<file path="src/rtl/multi_debounce_if.sv">
// -----------------------------------------------------------------------------
// multi_debounce_if
// Bundles the per-channel signals of the multi_debounce block into one
// interface. The debouncer itself takes the slave view; whatever drives the
// raw inputs and consumes the debounced results takes the master view.
//
// Signals (N_CH = channel count):
//   in         [N_CH-1:0]  raw channel inputs
//   edge_mode  [1:0]       00 rise, 01 fall, 10 both, 11 pulses/flags off
//   flag_clr   [N_CH-1:0]  per-channel acknowledge of sticky flags
//   level      [N_CH-1:0]  debounced level per channel
//   pulse      [N_CH-1:0]  one-cycle pulse on a qualified accepted edge
//   flags      [N_CH-1:0]  sticky copy of pulse, held until cleared
//   any_pulse              OR of all channel pulses, same cycle as pulse
// -----------------------------------------------------------------------------
interface multi_debounce_if #(
    parameter int N_CH = 4
);
    logic [N_CH-1:0] in;
    logic [1:0]      edge_mode;
    logic [N_CH-1:0] flag_clr;
    logic [N_CH-1:0] level;
    logic [N_CH-1:0] pulse;
    logic [N_CH-1:0] flags;
    logic            any_pulse;

    modport master (
        output in,
        output edge_mode,
        output flag_clr,
        input  level,
        input  pulse,
        input  flags,
        input  any_pulse
    );

    modport slave (
        input  in,
        input  edge_mode,
        input  flag_clr,
        output level,
        output pulse,
        output flags,
        output any_pulse
    );
endinterface

</file>
<file path="src/rtl/multi_debounce.sv">
// -----------------------------------------------------------------------------
// multi_debounce
// N_CH independent debouncers sharing one clock. A channel accepts a new level
// only after STABLE_CYCLES consecutive samples that differ from its current
// debounced level; any sample equal to the current level restarts the count.
// Each accepted change can raise a one-cycle pulse (qualified by edge_mode)
// and set a sticky flag that software acknowledges through flag_clr.
//
// Ports:
//   clk     in  clock, all state updates on the rising edge
//   resetn  in  asynchronous active-low reset
//   bus     multi_debounce_if.slave (in, edge_mode, flag_clr -> level, pulse,
//           flags, any_pulse)
//
// Parameters:
//   N_CH           number of channels (>= 1)
//   STABLE_CYCLES  differing samples needed to accept a new level (>= 1)
//   INIT_LEVEL     reset value of every debounced level
//
// Build option:
//   DEBOUNCE_SYNC_EN  when defined, every raw input first passes through a
//                     2-flop synchroniser (reset to INIT_LEVEL), adding two
//                     edges of latency. When undefined, inputs must already
//                     be synchronous to clk.
// -----------------------------------------------------------------------------
module multi_debounce #(
    parameter int N_CH          = 4,
    parameter int STABLE_CYCLES = 20,
    parameter bit INIT_LEVEL    = 1'b0
) (
    input logic              clk,
    input logic              resetn,
    multi_debounce_if.slave  bus
);

    localparam int CNT_W = (STABLE_CYCLES > 1) ? $clog2(STABLE_CYCLES) : 1;
    localparam logic [CNT_W-1:0] CNT_MAX = CNT_W'(STABLE_CYCLES - 1);

    localparam logic [1:0] MODE_RISE = 2'b00;
    localparam logic [1:0] MODE_FALL = 2'b01;
    localparam logic [1:0] MODE_BOTH = 2'b10;

    logic [N_CH-1:0]  samp;
    logic [CNT_W-1:0] cnt_q [N_CH];
    logic [CNT_W-1:0] cnt_d [N_CH];
    logic [N_CH-1:0]  level_q;
    logic [N_CH-1:0]  level_d;
    logic [N_CH-1:0]  pulse_q;
    logic [N_CH-1:0]  pulse_d;
    logic [N_CH-1:0]  flags_q;
    logic [N_CH-1:0]  flags_d;
    logic             any_pulse_q;

    // Decides whether an accepted change to new_level should produce a pulse.
    function automatic logic qualify(input logic new_level, input logic [1:0] mode);
        logic q;
        case (mode)
            MODE_RISE: q = new_level;
            MODE_FALL: q = ~new_level;
            MODE_BOTH: q = 1'b1;
            default:   q = 1'b0;
        endcase
        return q;
    endfunction

`ifdef DEBOUNCE_SYNC_EN
    logic [N_CH-1:0] sync_q1;
    logic [N_CH-1:0] sync_q2;

    // Two-stage synchroniser; resetting to INIT_LEVEL keeps the debouncer
    // from seeing a spurious difference right after reset.
    always_ff @(posedge clk or negedge resetn) begin
        if (!resetn) begin
            sync_q1 <= {N_CH{INIT_LEVEL}};
            sync_q2 <= {N_CH{INIT_LEVEL}};
        end else begin
            sync_q1 <= bus.in;
            sync_q2 <= sync_q1;
        end
    end

    assign samp = sync_q2;
`else
    assign samp = bus.in;
`endif

    // Next-state logic for every channel. The counter tracks how many
    // consecutive samples have disagreed with the debounced level; it tops
    // out at CNT_MAX, where the next disagreeing sample is accepted, so it
    // can never wrap. The set term of flags is the same pulse being
    // registered this edge, so a set always wins over a same-cycle clear.
    always_comb begin
        level_d = level_q;
        pulse_d = '0;
        for (int i = 0; i < N_CH; i++) begin
            cnt_d[i] = '0;
            if (samp[i] != level_q[i]) begin
                if (cnt_q[i] == CNT_MAX) begin
                    level_d[i] = samp[i];
                    pulse_d[i] = qualify(samp[i], bus.edge_mode);
                end else begin
                    cnt_d[i] = cnt_q[i] + 1'b1;
                end
            end
        end
        flags_d = pulse_d | (flags_q & ~bus.flag_clr);
    end

    // All outputs come straight from these registers.
    always_ff @(posedge clk or negedge resetn) begin
        if (!resetn) begin
            for (int i = 0; i < N_CH; i++) begin
                cnt_q[i] <= '0;
            end
            level_q     <= {N_CH{INIT_LEVEL}};
            pulse_q     <= '0;
            flags_q     <= '0;
            any_pulse_q <= 1'b0;
        end else begin
            for (int i = 0; i < N_CH; i++) begin
                cnt_q[i] <= cnt_d[i];
            end
            level_q     <= level_d;
            pulse_q     <= pulse_d;
            flags_q     <= flags_d;
            any_pulse_q <= |pulse_d;
        end
    end

    assign bus.level     = level_q;
    assign bus.pulse     = pulse_q;
    assign bus.flags     = flags_q;
    assign bus.any_pulse = any_pulse_q;

endmodule

</file>
<file path="src/flat_wrapper.sv">
// flat-port wrapper written by rule: the top's interface ports become plain ports
module multi_debounce_flat 
#(
    parameter int N_CH          = 4,
    parameter int STABLE_CYCLES = 20,
    parameter bit INIT_LEVEL    = 1'b0
)
  (clk, resetn, bus_in, bus_edge_mode, bus_flag_clr, bus_level, bus_pulse, bus_flags, bus_any_pulse);
  multi_debounce_if #(.N_CH(N_CH)) bus_i ();
  input logic clk;
  input logic resetn;
  input wire logic [$bits(bus_i.in)-1:0] bus_in;
  input wire logic [$bits(bus_i.edge_mode)-1:0] bus_edge_mode;
  input wire logic [$bits(bus_i.flag_clr)-1:0] bus_flag_clr;
  output wire logic [$bits(bus_i.level)-1:0] bus_level;
  output wire logic [$bits(bus_i.pulse)-1:0] bus_pulse;
  output wire logic [$bits(bus_i.flags)-1:0] bus_flags;
  output wire logic [$bits(bus_i.any_pulse)-1:0] bus_any_pulse;
  assign bus_i.in = bus_in;
  assign bus_i.edge_mode = bus_edge_mode;
  assign bus_i.flag_clr = bus_flag_clr;
  assign bus_level = bus_i.level;
  assign bus_pulse = bus_i.pulse;
  assign bus_flags = bus_i.flags;
  assign bus_any_pulse = bus_i.any_pulse;
  multi_debounce #(.N_CH(N_CH), .STABLE_CYCLES(STABLE_CYCLES), .INIT_LEVEL(INIT_LEVEL)) u_core (.clk(clk), .resetn(resetn), .bus(bus_i));
endmodule
</file>
<file path="config.mk">
export PLATFORM = sky130hd
export DESIGN_NAME = multi_debounce_flat
export DESIGN_NICKNAME = d
export VERILOG_FILES = /design/src/rtl/multi_debounce_if.sv /design/src/rtl/multi_debounce.sv /design/src/flat_wrapper.sv
export SDC_FILE = /design/constraint.sdc
export NUM_CORES = 1
export LEC_CHECK = 0
export ABC_AREA = 0
export CAP_MARGIN = 25
export CORE_UTILIZATION = 59
export DETAILED_ROUTE_END_ITERATION = 8
export DONT_BUFFER_PORTS = 1
export GPL_TIMING_DRIVEN = 0
export HOLD_SLACK_MARGIN = 0.02
export PLACE_DENSITY = 0.86
export SYNTH_ARGS = -nofsm -noshare
export SYNTH_HDL_FRONTEND = slang
export SYNTH_SLANG_ARGS = --single-unit
</file>
<file path="constraint.sdc">
create_clock -name clk -period 2.33 [get_ports clk]
set_input_delay 0.233 -clock clk [delete_from_list [all_inputs] [get_ports clk]]
set_output_delay 0.233 -clock clk [all_outputs]
set_load 0.02 [all_outputs]
</file>
-- Yosys cells after proc, flatten, opt, wreduce, memory -nomap -nowiden
Index checks and enable logic that the tools add are counted.
- output and inout port bits: 13
- logic and storage cells: 58
- register bits: 33
- input bits: 12
- multiplexer cells: 20
- bitwise gates (word level): 7
- reduce and logical (&&, ||, !) cells: 6
- $add $sub $neg: 4
- equality and inequality tests: 10
- operators with widths (cell ; number):
    two-way mux 5 bit ; 8
    adder 5 x 1 -> 5 bit, second input constant ; 4
    == test 5 bit, second input constant ; 4
    one-hot mux 1 bit (3 select lines) ; 4
    two-way mux 1 bit ; 8
    AND reduction 2 bit ; 4
    AND 4 bit ; 1
    inequality test 1 bit ; 4
    inverter 1 bit ; 4
    inverter 4 bit ; 1
    bitwise OR 4 bit ; 1
    OR reduction 4 bit ; 1
    == test 2 x 1 -> 1 bit, second input constant ; 1
    == test 2 bit, second input constant ; 1
    logical NOT 2 bit ; 1

-- Depth between registers and ports, before layout
- depth after elaboration: 5
- depth in mapped cells: 4

-- Least setup slack after synthesis
Ideal clock, no wire load.
- path type: reg-to-reg
- from: reg u_core.cnt_q[0] in the netlist's numbering
- to: reg u_core.level_q[3] (netlist: u_core.bus.level[3])
- setup time: 0.128 ns
- data arrival time: 1.118 ns
- cell stages (with the launch flop): 4
- path buffers: 0
- period minus slack after synthesis: 1.245 ns
- slack: 1.085 ns
- required time: 2.202 ns
- cell sequence: dfrtp_1 ha_1 and4bb_1 mux2_1
- word-level cells in the longest chain between the ends: 2
- RTL lines (what ; line ; source):
    from (decl) ; multi_debounce.sv:44 ; logic [CNT_W-1:0] cnt_q [N_CH];
    from (signal, indexed assignment) ; multi_debounce.sv:121 ; cnt_q[i] <= cnt_d[i];
    == test 5 bit ; multi_debounce.sv:98 ; if (cnt_q[i] == CNT_MAX) begin
    AND reduction 2 bit (no source line) ; -- ;
    to (signal assigned) ; multi_debounce.sv:115 ; level_q <= {N_CH{INIT_LEVEL}};
    to (signal assigned) ; multi_debounce.sv:123 ; level_q <= level_d;
    to (decl) ; multi_debounce.sv:46 ; logic [N_CH-1:0] level_q;
No other way between the ends.
A chain may end at the register's enable or synchronous reset.

-- Worst setup path in the final report
- from: reg u_core.level_q[1] (netlist: u_core.bus.level[1])
- to: reg u_core.any_pulse_q (netlist: u_core.bus.any_pulse)
- word-level cells in the longest chain between the ends: 3
- RTL lines (what ; line ; source):
    inequality test 1 bit ; multi_debounce.sv:97 ; if (samp[i] != level_q[i]) begin
    two-way mux 1 bit ; multi_debounce.sv:97 ;
    OR reduction 4 bit ; multi_debounce.sv:126 ; any_pulse_q <= |pulse_d;
    to (signal assigned) ; multi_debounce.sv:126 ;
    to (decl) ; multi_debounce.sv:52 ; logic any_pulse_q;
No other way between the ends.

==> qor.txt <==
Largest net degree at the start of global routing: 34
Clock root buffer: clkbuf_4
Total Wirelength: 2.66 mm
Vias in the first global route: 943
Least-Margin Pin Slew: 441 ps
# IOs: 25
Initial antenna violation count: 0
First-pass GRT wire length: 4.11 mm
Wire length per cell: 15.8 um
CTS max path bufs: 2
IO Port Bufs: 0
Period minus WS final: 1430 ps
GRT Overall Usage: 0.217
Syn nets: 141
Area of the multi-input gates: 627 um2
Synth Cell Area: 0.00150 mm2
Status: finished, final reports clean
Layout Nets: 155
Drt drc: 0
Yosys warning count: 0
Syn Inst Count: 125
Final Skew: 6.67 ps
Via count: 969
Clk slew on worst S/H paths: 110 ps
Drt pass-1 iters: 4
CP startpoint kind: register
Core area: 0.00230 mm2
TritonCTS Buffers: 5
Area grow syn2layout: 13.3%
Flops & latches, synth: 33
CTS hold repair buffers: 6
Clock sinks: 33
CP max stage delay: 510 ps
Worst R2R Setup Slack: 900 ps
Die area: 0.00275 mm2
Fraction of layout cells with a size suffix above 1: 0.100
Critical Path RT: 2530 ps
Initial core utilization: 0.654
Critical Path Slowest Stage Cell: dfrtp_1
Global route overflow: 0
Max_cap viols: 0
Most frequent cells in the layout: dfrtp_1, nor2_1, inv_1, xor2_1
Setup_tns: 0 ps
Final setup viols: 0
Resized cells post-CTS: 0
Part of the Yosys area used for sequential elements: 0.550
Overall power: 1160 uW
CP max FO: 6
Worst skew pair latency: 340 ps
Pleak: 0.000850 uW
CTS tree: yes
Fin. max-slew vios: 0
Die Ht: 52.4 um
Cell family with most CP delay: flip-flops
Commonest non-fill, non-tap cell in the layout: dfrtp_1
PwrDens: 683 mW/mm2
Fmax: 701 MHz
Post-CTS setup buffer count: 0
Setup crit end kind: register
Post-DP HPWL: 1.82 mm
Buf+Inv Stages, Crit Path: 0
H-Tree Depth: 2
Routed Antenna Nets: 0
Unrepaired setup endpoints after global routing: false
Tcrit/Tclk final: 0.613
Critical path class: reg -> reg
Antenna cells: 0
Filler cells: 154
Initial DRC count: 10
Register area: 826 um2
Cells along the critical path: nor4bb_1, o31ai_1, nand4_1
Syn_area_per_cell: 12.0 um2
Worst Path Arrival: 1630 ps
Core Rows: 17
Tightest Hold Check Type: in -> reg
Die W: 52.4 um
Max_slew headroom: 0.703
Maximum vdd drop: 0.531 mV
Final hold viol count: 0
Unique masters post-synth: 19
Final GP Congestion: 0.753
Via/cell ratio: 5.77
## metal layers
layer	global-route usage	vias to the layer above	routed length [um]
met4	0.118	0	57
li1	-	456	-
met3	0.0812	7	202
met1	0.260	475	1180
met2	0.335	31	1220
met5	0	-	0
## metrics by stage
stage,utilization,instance area [um2],hold slack (ps),worst slack [ps],std cells
floorplan,-,1500,-62.6,1080,125
CTS,0.736,1690,25.1,891,167
finish,0.741,1700,25.1,902,168
global placement,0.669,1540,-62.0,981,153
detailed placement,0.669,1540,-62.0,934,153
global route,0.741,1700,23.2,796,168
## report_power, final
| group | internal (uW) | switching [uW] | leakage, uW |
|---|---|---|---|
| Sequential | 596 | 22.2 | 0.000451 |
| Combinational | 43.9 | 43.4 | 0.000354 |
| Clock | 256 | 200 | 0.0000455 |
## synthesized netlist by cell type
| cell | n | area share |
|---|---|---|
| mux2_2 | 2 | 0.015 |
| inv_1 | 10 | 0.025 |
| ha_1 | 4 | 0.033 |
| xor2_1 | 10 | 0.058 |
| and2_1 | 4 | 0.017 |
| buf_6 | 1 | 0.0075 |
| dfrtp_1 | 33 | 0.55 |
| mux2_1 | 2 | 0.015 |
| xnor2_1 | 6 | 0.035 |
| nor4bb_1 | 4 | 0.027 |
| nor2_1 | 16 | 0.040 |
| nand4_1 | 1 | 0.0042 |
| o31ai_2 | 3 | 0.025 |
| nand2b_1 | 4 | 0.017 |
| o31ai_1 | 1 | 0.0050 |
| nand3_1 | 8 | 0.027 |
| and4bb_1 | 8 | 0.067 |
| nor3b_1 | 4 | 0.020 |
| o21ai_1 | 4 | 0.013 |
## worst register-to-register path: stages (launching register included)
cell and delay (ps):
dfrtp_1 510, nor4bb_1 200, o31ai_1 420, nand4_1 160
## state kept, by name, indices dropped and copies added (netlist names)
name	flops
u_core.bus.level	4
u_core.bus.flags	4
u_core.bus.any_pulse	1
u_core.bus.pulse	4
u_core.cnt_q	20
## layout make-up
type / instances / area share
multi-input cells: 81 / 0.368
clock buffers: 7 / 0.0324
inverters: 10 / 0.0221
flip-flops and latches: 33 / 0.485
clock inverters: 1 / 0.0176
repair buffers: 7 / 0.0471
well taps: 28 / 0.0206
plain buffers: 1 / 0.00662
## logic make-up (layout without fill, tap and decap cells)
group,after synthesis,count (layout),share of synthesized area
compound gates,8,8,0.0433
xor+xnor,16,16,0.0933
fa+ha+maj,4,4,0.0333
buf+inv,11,26,0.0325
flops,33,33,0.550
mux,4,4,0.0300
simple gates,49,49,0.218
## final timing paths
path / startpoint / endpoint / cells after the start
worst max register to register: u_core.bus.level[1] / u_core.bus.any_pulse / 3
worst max-delay path: u_core.bus.level[1] / u_core.bus.any_pulse / 3
worst min register to register: u_core.cnt_q[5] / u_core.cnt_q[5] / 1
max in group asynchronous: resetn / u_core.bus.level[2] / 2
min in group asynchronous: resetn / u_core.cnt_q[18] / 2
worst min-delay path: bus_in[1] / u_core.bus.level[1] / 1
No activity file was read; power rests on OpenSTA's default activity.
